$ cat src/rtl/ldpc_frame_io_ctrl.sv
// ---------------------------------------------------------------------------
// ldpc_frame_io_ctrl
//
// Frame controller placed around the LDPC parallel encoder core.
//   Input side : takes bit BIT_SEL of the packet bus, counts K_BITS message
//                bits per frame and drives the core's serial bit interface.
//   Output side: tags each OUT_W-bit encoder word with start/end of frame and
//                queues it in a FIFO_DEPTH-entry FIFO with valid/ready
//                backpressure.
//   Flags      : next_frame (ready for a new frame), sticky ovf_err (word
//                dropped on a full FIFO), sticky proto_err (encoder word
//                arrived while idle).
//
// Optional feature macro: LDPC_FRAME_CNT_EN
//   defined   -> frame_cnt counts pushed end-of-frame words (16-bit wrap)
//   undefined -> frame_cnt is tied to 0 and no counter is built
//
// Ports
//   clk, rst_n      clock, synchronous active-low reset
//   clk_enable      global enable, every register holds while low
//   pkt_in          packet bus, pkt_in[BIT_SEL] is the message bit
//   pkt_valid       pkt_in carries a bit this cycle
//   next_frame      high while idle and ready for the first bit of a frame
//   core_bit        message bit to the encoder core
//   core_bit_vld    core_bit valid
//   core_start      one-cycle pulse alongside the first bit of each frame
//   enc_valid       encoder core word valid
//   enc_data        encoder core word
//   out_valid       FIFO head valid
//   out_ready       downstream accepts the head word
//   out_data        FIFO head word
//   out_sof         head word is word 0 of its frame
//   out_eof         head word is word N_WORDS-1 of its frame
//   ovf_err         sticky overflow flag
//   proto_err       sticky protocol flag
//   frame_cnt       completed frames pushed into the FIFO
// ---------------------------------------------------------------------------
module ldpc_frame_io_ctrl #(
   parameter int PKT_W      = 6,
   parameter int BIT_SEL    = 5,
   parameter int K_BITS     = 1024,
   parameter int N_WORDS    = 64,
   parameter int OUT_W      = 19,
   parameter int FIFO_DEPTH = 16
) (
   input  logic             clk,
   input  logic             rst_n,
   input  logic             clk_enable,
   input  logic [PKT_W-1:0] pkt_in,
   input  logic             pkt_valid,
   output logic             next_frame,
   output logic             core_bit,
   output logic             core_bit_vld,
   output logic             core_start,
   input  logic             enc_valid,
   input  logic [OUT_W-1:0] enc_data,
   output logic             out_valid,
   input  logic             out_ready,
   output logic [OUT_W-1:0] out_data,
   output logic             out_sof,
   output logic             out_eof,
   output logic             ovf_err,
   output logic             proto_err,
   output logic [15:0]      frame_cnt
);

   localparam int BW = $clog2(K_BITS);
   localparam int WW = $clog2(N_WORDS);
   localparam int PW = $clog2(FIFO_DEPTH);
   localparam int CW = PW + 1;

   localparam logic [BW-1:0] BIT_LAST  = BW'(K_BITS - 1);
   localparam logic [WW-1:0] WORD_LAST = WW'(N_WORDS - 1);
   localparam logic [CW-1:0] FIFO_FULL = CW'(FIFO_DEPTH);

   typedef enum logic [1:0] {
      IDLE,
      LOAD,
      DRAIN
   } state_t;

   state_t state, state_next;

   logic [BW-1:0] bit_cnt;
   logic [WW-1:0] word_cnt;
   logic [PW-1:0] wr_ptr, rd_ptr;
   logic [CW-1:0] fifo_count;
   logic [OUT_W+1:0] fifo_mem [FIFO_DEPTH];
   logic [OUT_W+1:0] head;

   logic accept, word_take, word_last, bit_last;
   logic fifo_full, do_push, do_pop, push_drop;

   // Only pkt_in[BIT_SEL] carries information; the other lanes are ignored.
   logic unused_pkt_bits;
   assign unused_pkt_bits = ^pkt_in;

   // Handshake decode and next-state logic. A word arriving on a full FIFO
   // is still accepted when a pop frees a slot in the same cycle.
   always_comb begin
      accept     = clk_enable & pkt_valid & ((state == IDLE) | (state == LOAD));
      word_take  = clk_enable & enc_valid & (state != IDLE);
      word_last  = (word_cnt == WORD_LAST);
      bit_last   = (bit_cnt == BIT_LAST);
      do_pop     = clk_enable & out_valid & out_ready;
      fifo_full  = (fifo_count == FIFO_FULL);
      do_push    = word_take & (~fifo_full | do_pop);
      push_drop  = word_take & fifo_full & ~do_pop;
      state_next = state;
      case (state)
         IDLE:    if (accept) state_next = LOAD;
         LOAD:    if (accept && bit_last) state_next = DRAIN;
         DRAIN:   if (word_take && word_last) state_next = IDLE;
         default: state_next = IDLE;
      endcase
   end

   // State register.
   always_ff @(posedge clk) begin
      if (!rst_n)
         state <= IDLE;
      else if (clk_enable)
         state <= state_next;
   end

   // Input path toward the core. bit_cnt is 0 whenever the FSM is idle, so
   // the first accepted bit naturally loads 1; the last bit of the frame
   // returns it to 0. next_frame is registered so it reads 0 under reset.
   always_ff @(posedge clk) begin
      if (!rst_n) begin
         core_bit     <= 1'b0;
         core_bit_vld <= 1'b0;
         core_start   <= 1'b0;
         next_frame   <= 1'b0;
         bit_cnt      <= '0;
      end else if (clk_enable) begin
         core_bit     <= pkt_in[BIT_SEL];
         core_bit_vld <= accept;
         core_start   <= accept & (state == IDLE);
         next_frame   <= (state_next == IDLE);
         if (accept)
            bit_cnt <= bit_last ? '0 : bit_cnt + BW'(1);
      end
   end

   // Word tagging, FIFO pointers and sticky flags. word_cnt advances even on
   // a dropped word so the sof/eof tags of later words stay frame-aligned.
   always_ff @(posedge clk) begin
      if (!rst_n) begin
         word_cnt   <= '0;
         wr_ptr     <= '0;
         rd_ptr     <= '0;
         fifo_count <= '0;
         ovf_err    <= 1'b0;
         proto_err  <= 1'b0;
      end else if (clk_enable) begin
         if (word_take)
            word_cnt <= word_last ? '0 : word_cnt + WW'(1);
         if (do_push)
            wr_ptr <= wr_ptr + PW'(1);
         if (do_pop)
            rd_ptr <= rd_ptr + PW'(1);
         case ({do_push, do_pop})
            2'b10:   fifo_count <= fifo_count + CW'(1);
            2'b01:   fifo_count <= fifo_count - CW'(1);
            default: fifo_count <= fifo_count;
         endcase
         if (push_drop)
            ovf_err <= 1'b1;
         if (enc_valid && (state == IDLE))
            proto_err <= 1'b1;
      end
   end

   // FIFO storage, entry = {sof, eof, data}. On a full push+pop the write
   // slot equals the head slot; the head is read before the edge overwrites it.
   always_ff @(posedge clk) begin
      if (rst_n && do_push)
         fifo_mem[wr_ptr] <= {(word_cnt == '0), word_last, enc_data};
   end

   // Head outputs are forced to 0 while empty so reset leaves them at 0.
   assign head      = fifo_mem[rd_ptr];
   assign out_valid = (fifo_count != '0);
   assign out_data  = out_valid ? head[OUT_W-1:0] : '0;
   assign out_eof   = out_valid & head[OUT_W];
   assign out_sof   = out_valid & head[OUT_W+1];

`ifdef LDPC_FRAME_CNT_EN
   logic [15:0] frame_cnt_q;

   // Counts end-of-frame words that actually entered the FIFO.
   always_ff @(posedge clk) begin
      if (!rst_n)
         frame_cnt_q <= '0;
      else if (do_push && word_last)
         frame_cnt_q <= frame_cnt_q + 16'd1;
   end

   assign frame_cnt = frame_cnt_q;
`else
   assign frame_cnt = '0;
`endif

endmodule

$ cat config.mk
export PLATFORM = sky130hd
export DESIGN_NAME = ldpc_frame_io_ctrl
export DESIGN_NICKNAME = d
export VERILOG_FILES = /design/src/rtl/ldpc_frame_io_ctrl.sv
export SDC_FILE = /design/constraint.sdc
export NUM_CORES = 1
export LEC_CHECK = 0
export BUFFER_PORTS_ARGS = -buffer_cell sky130_fd_sc_hd__buf_4
export CAP_MARGIN = 20
export CORE_ASPECT_RATIO = 0.6
export CORE_MARGIN = 2
export CORE_UTILIZATION = 63
export DETAILED_ROUTE_END_ITERATION = 6
export PLACE_DENSITY = 0.82
export SYNTH_ARGS = -nofsm -noshare
export SYNTH_HDL_FRONTEND = slang
export SYNTH_SLANG_ARGS = --single-unit
$ cat constraint.sdc
create_clock -name clk -period 4.2 [get_ports clk]
set_input_delay 0.42 -clock clk [delete_from_list [all_inputs] [get_ports clk]]
set_output_delay 0.42 -clock clk [all_outputs]
set_load 0.01 [all_outputs]
==> impl_metrics.json, run 1 <==
{
  "outcome": "finished, final reports clean",
  "rsz0062_at_grt": "false",
  "core_area_um2": 23100,
  "drc": 0,
  "p_seq_share_pct": 57.8,
  "avgSynthCellArea_um2": 20.1,
  "critical-path-top-delay-family": "flip-flops",
  "clock-sinks": 377,
  "setup.worst_path.class": "reg2out",
  "ys_seq_area_share_pct": 73.4,
  "p_per_area_nw_per_um2": 423,
  "cts-root-buf": "clkbuf_16",
  "area_growth_pct": 12.3,
  "cpMaxStageDelayCell": "dfxtp_4",
  "post-place-ws_ns": 1.36,
  "hp-class": "in2reg",
  "total_power_mw": 7.06,
  "diodes": 0,
  "postLayoutCellArea_um2": 16700,
  "cts_buffers": 31,
  "cts_buffer_depth": 3,
  "ys.flop_type": "edfxtp_1",
  "whs_ns": 0.132,
  "gp_congestion": 0.786,
  "setup_viol": 0,
  "synth_area_leaders": "edfxtp_1, mux4_2, dfxtp_1",
  "post-route-period-util_pct": 82.5,
  "finClkSkew_ns": 0.0105,
  "grt_max_degree": 53,
  "grt_use_total_pct": 26.1,
  "synth_top_area_share_pct": 67.9,
  "utilization_pct": 72.1,
  "dpl.hpwl_mm": 17.0,
  "worst_slew_pin_slew_ns": 0.970,
  "cts_tree": "yes",
  "placedInstanceArea_um2": 15700,
  "fin_cells": 1157,
  "cp_num_buf_inv": 2,
  "dp_cells": 1099,
  "synth_cell_types": 44,
  "drtPass1Iterations": 5,
  "required_ns": 3.78,
  "clk_latency_ns": 0.58,
  "clkPwrFrac_pct": 40.2,
  "layout_setup_ws_ns": 0.734,
  "synth_edf_count": 336,
  "post_cts_buffers": 0,
  "slew_headroom_pct": 35.1,
  "fp.dieW_um": 202,
  "port-buffer-count": 53,
  "cp-end-kind": "primary output",
  "vias": 7468,
  "initial_utilization_pct": 64.2,
  "grt_pass1_wl_mm": 46.7,
  "worst-endpoint-arrival_ns": 3.05,
  "die_area_um2": 24900,
  "drt_iter0_drc": 888,
  "synth_top_area_cell": "edfxtp_1",
  "routed_wl_mm": 31.0,
  "overflow": 0,
  "post_cts_resized": 0,
  "rr_worst_depth": 8,
  "drv_cap": 0,
  "cp_max_fo": 52,
  "tns_ns": 0,
  "ir_drop_v": 0.000391,
  "switchingPower_mw": 1.37,
  "antenna_found_initial": 0,
  "hold_buffers": 0,
  "p_int_mw": 5.70,
  "fp-row-count": 43,
  "io_pins": 75,
  "drtAntennaViolNets": 0,
  "cp-start-kind": "register",
  "htree_levels": 1,
  "crit_top_cell": "mux4_2",
  "fmax_mhz": 289,
  "period_minus_slack_ns": 3.47,
  "ys_ff_latch": 377,
  "hold_violations": 0,
  "synth_area_um2": 14900,
  "cpPeakStageDelay_ns": 0.88,
  "slew_violations": 0,
  "fin_nets": 857,
  "drive_above_1_share_pct": 30.0,
  "mostFrequentLayoutCell": "edfxtp_1",
  "die_h_um": 123,
  "power_leakage_nw": 5.23,
  "async_reset_ff_share_pct": 0,
  "final_cell_mix": "edfxtp_1, mux4_2, buf_4",
  "via_per_inst": 6.45,
  "yosysWarnings": 0,
  "crit_cells": 5,
  "first_global_vias": 7598,
  "p_comb_share_pct": 2.0,
  "crit_chain": "buf_12 > mux4_2 > mux4_2 > nor2b_1 > buf_4",
  "wire_per_inst_um": 26.8,
  "synth_cells": 740,
  "p_sw_share_pct": 19.3,
  "min_path_cells": 1,
  "cts.clk_slew.worst_paths_ns": 0.07
}
-- metal layers --
metal  up-vias  wire length, um  global-route usage [%]  share of wire (%)
met5         -                0                       0                  0
met4         0              754                    6.89                2.4
met3        67             2860                    4.11                9.2
met2       448            15200                    42.7                 49
met1      3852            12200                    38.1                 39
li1       3101                -                       -                  -
-- state kept, by name, indices dropped and copies added (netlist names), named ones only --
name	cells
fifo_count	5
rd_ptr	4
core_bit_vld	1
core_start	1
word_cnt	6
fifo_mem	336
next_frame	1
ovf_err	1
proto_err	1
core_bit	1
state	2
bit_cnt	10
wr_ptr	4
-- final timing paths --
path                                     from        endpoint  slack, ns
worst min-delay path              enc_data[5]  fifo_mem[3][5]       0.13
worst max-delay path                 register    out_data[13]       0.73
worst max register to register  fifo_count[0]   fifo_count[4]       1.37
worst min register to register        ovf_err         ovf_err       0.47
-- cell families (layout without fill, tap and decap cells) --
kind of cell / count (synthesis) / count (layout) / share of synthesized area (%)
DFF: 377 / 377 / 73.4
other: 1 / 16 / 0.0252
muxes: 111 / 111 / 16.3
and+or+nand+nor: 137 / 137 / 4.89
AOI/OAI and AO/OA: 31 / 31 / 1.49
adders and majority gates: 9 / 9 / 0.758
xor gates and xnor gates: 20 / 20 / 1.18
buffers and inverters: 54 / 141 / 1.89
-- power groups by stage --
stage / sequential [mW] / combinational (mW) / clock [mW]
global route: 4.08 / 0.153 / 3.00
finish: 4.08 / 0.140 / 2.84
floorplan: 4.17 / 0.0685 / 0
CTS: 4.08 / 0.140 / 2.87
global placement: 4.17 / 0.125 / 0
detailed placement: 4.17 / 0.138 / 0
-- cell type report --
| cell class | instances | area, um^2 |
|---|---|---|
| timing repair buffer | 75 | 588 |
| multi-input combinational | 324 | 3760 |
| fill | 1325 | 6440 |
| sequential | 377 | 10900 |
| clock buffer | 44 | 875 |
| tap | 315 | 394 |
| inverter | 8 | 30.0 |
| clock inverter | 14 | 121 |
-- Yosys cell counts, drive strengths merged (6+ instances only) --
master,instances
inv,8
mux2i,6
buf,28
nor2b,28
nor2,33
xor2,7
xnor2,13
nand2,24
ha,9
nand3,8
and2,14
a21oi,9
edfxtp,336
mux4,105
o21ai,9
nand4,7
clkbuf,18
dfxtp,41
Power figures use the tool's default switching activity.
==> run 2: changes to the inputs <==
--- a/config.mk
+++ b/config.mk
@@ -9,9 +9,9 @@
 export CAP_MARGIN = 20
 export CORE_ASPECT_RATIO = 0.6
 export CORE_MARGIN = 2
-export CORE_UTILIZATION = 63
+export CORE_UTILIZATION = 55
 export DETAILED_ROUTE_END_ITERATION = 6
-export PLACE_DENSITY = 0.82
+export PLACE_DENSITY = 0.76
 export SYNTH_ARGS = -nofsm -noshare
 export SYNTH_HDL_FRONTEND = slang
 export SYNTH_SLANG_ARGS = --single-unit
==> constraint.sdc (replaced) <==
create_clock -name clk -period 3 [get_ports clk]
set_input_delay 0.3 -clock clk [delete_from_list [all_inputs] [get_ports clk]]
set_output_delay 0.3 -clock clk [all_outputs]
set_load 0.01 [all_outputs]
==> impl_metrics.json, run 2 (synthesized netlist as in run 1, its figures left out) <==
{
  "utilization_pct": 65.1,
  "first_global_vias": 7609,
  "fmax_mhz": 344,
  "layout_setup_ws_ns": 0.0928,
  "clk_latency_ns": 0.52,
  "final_cell_mix": "edfxtp_1, mux4_2, buf_4",
  "via_per_inst": 5.99,
  "antenna_found_initial": 0,
  "endpoint": "out_data[14]",
  "drtAntennaViolNets": 0,
  "port-buffer-count": 53,
  "post-route-period-util_pct": 96.9,
  "finClkSkew_ns": 0.0216,
  "slew_violations": 0,
  "diodes": 0,
  "overflow": 0,
  "drive_above_1_share_pct": 32.2,
  "cp_max_fo": 10,
  "fp-row-count": 46,
  "cts_buffer_depth": 3,
  "cts-root-buf": "clkbuf_16",
  "worst-endpoint-arrival_ns": 2.61,
  "io_pins": 75,
  "clock-sinks": 377,
  "rrSetupSlack_ns": 0.21,
  "cp-start-kind": "register",
  "grt_max_degree": 37,
  "cts_buffers": 35,
  "ir_drop_v": 0.000413,
  "die_area_um2": 28400,
  "drc": 0,
  "rsz0062_at_grt": "false",
  "postLayoutCellArea_um2": 17200,
  "gp_congestion": 0.801,
  "largest_reg_flops": 336,
  "wire_per_inst_um": 25.1,
  "area_growth_pct": 15.9,
  "vias": 7382,
  "slew_headroom_pct": 41.5,
  "placedInstanceArea_um2": 16000,
  "worst_slew_pin_slew_ns": 0.874,
  "tns_ns": 0,
  "grt_use_total_pct": 22.5,
  "timing.rr.start": "fifo_count[0]",
  "p_per_area_nw_per_um2": 597,
  "die_h_um": 131,
  "rr_worst_depth": 8,
  "outcome": "finished, final reports clean",
  "cts_tree": "yes",
  "fin_nets": 889,
  "setup.worst_path.class": "reg2out",
  "dpl.hpwl_mm": 18.3,
  "top_register": "fifo_mem",
  "setup_viol": 0,
  "mostFrequentLayoutCell": "edfxtp_1",
  "reg2reg_to": "fifo_count[4]",
  "post-place-ws_ns": 0.264,
  "drtPass1Iterations": 4,
  "hold_buffers": 0,
  "cts.clk_slew.worst_paths_ns": 0.06,
  "initial_utilization_pct": 56.1,
  "routed_wl_mm": 31.0,
  "htree_levels": 2,
  "drt_iter0_drc": 817,
  "grt_pass1_wl_mm": 46.6,
  "drv_cap": 0,
  "power_leakage_nw": 5.47,
  "reg_top3": "fifo_mem x336, bit_cnt x10, word_cnt x6",
  "hold_violations": 0,
  "hp-class": "in2reg",
  "fp.dieW_um": 216,
  "required_ns": 2.70,
  "cp-end-kind": "primary output",
  "period_minus_slack_ns": 2.91,
  "core_area_um2": 26500,
  "total_power_mw": 10.3
}
run 2: how the worst min path moves through the flow:
stage                     cells after the start        start              to
after floorplan                               0  enc_data[0]  fifo_mem[0][0]
final                                         3    pkt_in[5]        core_bit
after global routing                          3    pkt_in[5]        core_bit
after CTS                                     3    pkt_in[5]        core_bit
after detailed placement                      1      ovf_err         ovf_err
after global placement                        1      ovf_err         ovf_err
run 2: worst max-delay path, stage by stage (launching register included):
cell     delay, ns
dfxtp_4       0.41
buf_12        0.15
buf_12        0.15
mux4_2        0.51
mux4_2        0.49
nor2b_1       0.18
buf_4         0.18
run 2: what timing repair did:
item                                    CTS  global route
pin swaps                                 0             0
endpoints found under the setup margin   18             4
buffers inserted                          3             3
resized for setup                         0             1
gates cloned                              0             1
run 2: area by class of cell:
cell class | count | area, um^2
Multi-Input combinational cell | 324 | 3760
Clock buffer | 48 | 987
Tap cell | 360 | 450
Timing Repair Buffer | 103 | 940
Sequential cell | 377 | 10900
Fill cell | 1715 | 9250
Clock inverter | 12 | 133
Inverter | 8 | 30.0
run 2: metrics by stage:
stage          cells  hold WS, ns
3_5_place_dp    1165        0.457
6_report        1232       0.0389
2_1_floorplan    755        0.399
3_3_place_gp    1165        0.455
5_1_grt         1232       0.0410
4_1_cts         1228       0.0254
run 2: power breakdown:
group          switching, mW  leakage [nW]  internal, mW  total, mW
sequential           0.00882          3.35          5.71       5.72
combinational          0.124          1.58        0.0718      0.196
clock                   1.81         0.547          2.56       4.37
run 2: metal layers:
layer  vias to the layer above  global-route usage [%]  wire (um)
met1                      3856                    32.8      13100
met2                       297                    34.9      14700
met5                         -                       0          0
met4                         0                    6.43        762
met3                        54                    4.56       2360
li1                       3175                       -          -
==> run 3: changes to the inputs <==
--- a/config.mk
+++ b/config.mk
@@ -5,6 +5,7 @@
 export SDC_FILE = /design/constraint.sdc
 export NUM_CORES = 1
 export LEC_CHECK = 0
+export ABC_AREA = 1
 export BUFFER_PORTS_ARGS = -buffer_cell sky130_fd_sc_hd__buf_4
 export CAP_MARGIN = 20
 export CORE_ASPECT_RATIO = 0.6
@@ -12,6 +13,7 @@
 export CORE_UTILIZATION = 55
 export DETAILED_ROUTE_END_ITERATION = 6
 export PLACE_DENSITY = 0.76
+export REMOVE_ABC_BUFFERS = 1
 export SYNTH_ARGS = -nofsm -noshare
 export SYNTH_HDL_FRONTEND = slang
 export SYNTH_SLANG_ARGS = --single-unit
==> impl_metrics.json, run 3 <==
{
  "area_growth_pct": 13.7,
  "finClkSkew_ns": 0.00988,
  "synth_top_area_share_pct": 66.4,
  "clock-sinks": 377,
  "routed_wl_mm": 35.5,
  "setup_viol": 0,
  "ys.flop_type": "edfxtp_1",
  "dpl.hpwl_mm": 20.0,
  "diodes": 0,
  "fp.dieW_um": 219,
  "avgSynthCellArea_um2": 12.4,
  "antenna_found_initial": 0,
  "drc": 0,
  "top_register": "fifo_mem",
  "synth_cells": 1221,
  "crit_chain": "buf_4 > o21ai_0 > o22ai_1 > nor2_1 > nor2_1 > o21ai_0 > a21oi_1 > buf_4",
  "grt_use_total_pct": 24.5,
  "synth_area_um2": 15200,
  "ir_drop_v": 0.000420,
  "initial_utilization_pct": 55.5,
  "cts-root-buf": "clkbuf_16",
  "synth_top_cells_by_count": "edfxtp_1, nor2_1, o21ai_0",
  "die_h_um": 133,
  "cts_tree": "yes",
  "busiest_layer": "met2",
  "vias": 10100,
  "worst-endpoint-arrival_ns": 2.51,
  "drv_cap": 0,
  "drive_above_1_share_pct": 14.9,
  "async_reset_ff_share_pct": 0,
  "synth_cell_types": 41,
  "outcome": "finished, final reports clean",
  "hold_violations": 0,
  "ys_seq_area_share_pct": 71.9,
  "synth_edf_count": 336,
  "p_per_area_nw_per_um2": 661,
  "wire_per_inst_um": 21.1,
  "use_met2_pct": 37.5,
  "core_area_um2": 27300,
  "die_area_um2": 29000,
  "cpPeakStageDelay_ns": 0.46,
  "cp-end-kind": "primary output",
  "synth_top_area_cell": "edfxtp_1",
  "gp_congestion": 0.837,
  "setup.worst_path.class": "reg2out",
  "ys_ff_latch": 377,
  "required_ns": 2.70,
  "yosysMostFrequentCell": "edfxtp_1",
  "slew_violations": 0,
  "power_leakage_nw": 5.93,
  "rsz0062_at_grt": "false",
  "timing.rr.start": "state[1]",
  "mostFrequentLayoutCell": "edfxtp_1",
  "grt_pass1_wl_mm": 54.0,
  "reg2reg_to": "fifo_mem[7][14]",
  "drtPass1Iterations": 5,
  "worst_slew_pin_slew_ns": 0.596,
  "met3_usage_pct": 4.78,
  "drt_iter0_drc": 1443,
  "post-route-period-util_pct": 93.7,
  "cts.clk_slew.worst_paths_ns": 0.06,
  "htree_levels": 2,
  "cp_max_fo": 53,
  "cts_buffers": 35,
  "period_minus_slack_ns": 2.81,
  "rr_worst_depth": 9,
  "crit_cells": 8,
  "grtUsageMet1_pct": 35.8,
  "cpMaxStageDelayCell": "buf_4",
  "yosysWarnings": 0,
  "final_cell_mix": "edfxtp_1, nor2_1, o21ai_0",
  "drtAntennaViolNets": 0,
  "fp-row-count": 47,
  "reg_top3": "fifo_mem x336, bit_cnt x10, word_cnt x6",
  "dp_cells": 1616,
  "overflow": 0,
  "port-buffer-count": 53,
  "slew_headroom_pct": 60.3,
  "first_global_vias": 9627,
  "via_per_inst": 6.04,
  "endpoint": "out_data[11]",
  "cts_buffer_depth": 3,
  "grt_max_degree": 77,
  "fin_nets": 1327,
  "synth_area_leaders": "edfxtp_1, o21ai_0, nor2_1",
  "clk_latency_ns": 0.53,
  "critical-path-top-delay-family": "compound AO/OA/AOI/OAI gates",
  "io_pins": 75,
  "whs_ns": 0.0156,
  "fin_cells": 1680,
  "rrSetupSlack_ns": 0.62,
  "cp-start-kind": "register",
  "hp-class": "in2reg",
  "largest_reg_flops": 336,
  "cp_num_buf_inv": 2,
  "fmax_mhz": 356
}
-- run 3: repair_timing --
item / in CTS / in global routing
resized for setup: 1 / 2
endpoints found under the setup margin: 1 / 15
buffers inserted: 0 / 1
hold buffers: 0 / 0
-- run 3: power by group --
group	total (mW)	internal [mW]	switching (mW)
clock network	4.32	2.44	1.88
registers	5.78	5.74	0.0431
logic	1.30	0.442	0.853
total	11.4	8.62	2.78
-- run 3: layout make-up --
type | count | area (um^2)
Tap cell | 367 | 459
Clock buffer | 49 | 971
Clock inverter | 14 | 114
Timing Repair Buffer | 104 | 865
Inverter | 54 | 213
Sequential cell | 377 | 10900
Multi-Input combinational cell | 715 | 3720
Fill cell | 2003 | 10100
-- run 3: logic make-up (layout without fill, tap and decap cells) --
logic type,Yosys count,after routing,share of synthesized area [%]
xor+xnor,5,5,0.288
compound gates,328,328,12.7
flops,377,377,71.9
simple gates,357,357,10.1
fa+ha+maj,9,9,0.742
other cells,1,16,0.0247
buf+inv,144,221,4.28
-- run 3: worst min path at each step --
stage,slack [ns],end,cells after the start,start
global placement,0.45,register,2,rd_ptr[3]
CTS,0.004,core_bit,3,pkt_in[5]
global route,0.04,core_bit,3,pkt_in[5]
finish,0.02,core_bit,3,pkt_in[5]
detailed placement,0.46,register,2,rd_ptr[3]
floorplan,0.40,fifo_count[2],2,rst_n
-- run 3: worst reg2reg max path, delay by kind of cell, from the launching register on --
family                 cells  cell delay, ns
flip-flops                 1            0.44
buffers and inverters      4            0.60
AND/OR/NAND/NOR            5            1.03
-- run 3: layer usage --
metal,vias up,routed length [um]
li1,4597,-
met1,4964,15000
met2,509,16300
met3,69,3420
met4,0,749
met5,-,0
-- run 3: metrics by stage --
stage	setup TNS (ns)	utilization [%]	total power, mW	area (um^2)	worst slack (ns)
6_report	0	63.1	11.4	17300	0.188
3_5_place_dp	0	59.0	7.16	16100	0.538
4_1_cts	0	63.0	11.4	17200	0.0196
5_1_grt	0	63.1	11.8	17300	0.0177
2_1_floorplan	-53.92	-	6.61	14800	-2.61
3_3_place_gp	0	59.0	7.12	16100	0.619
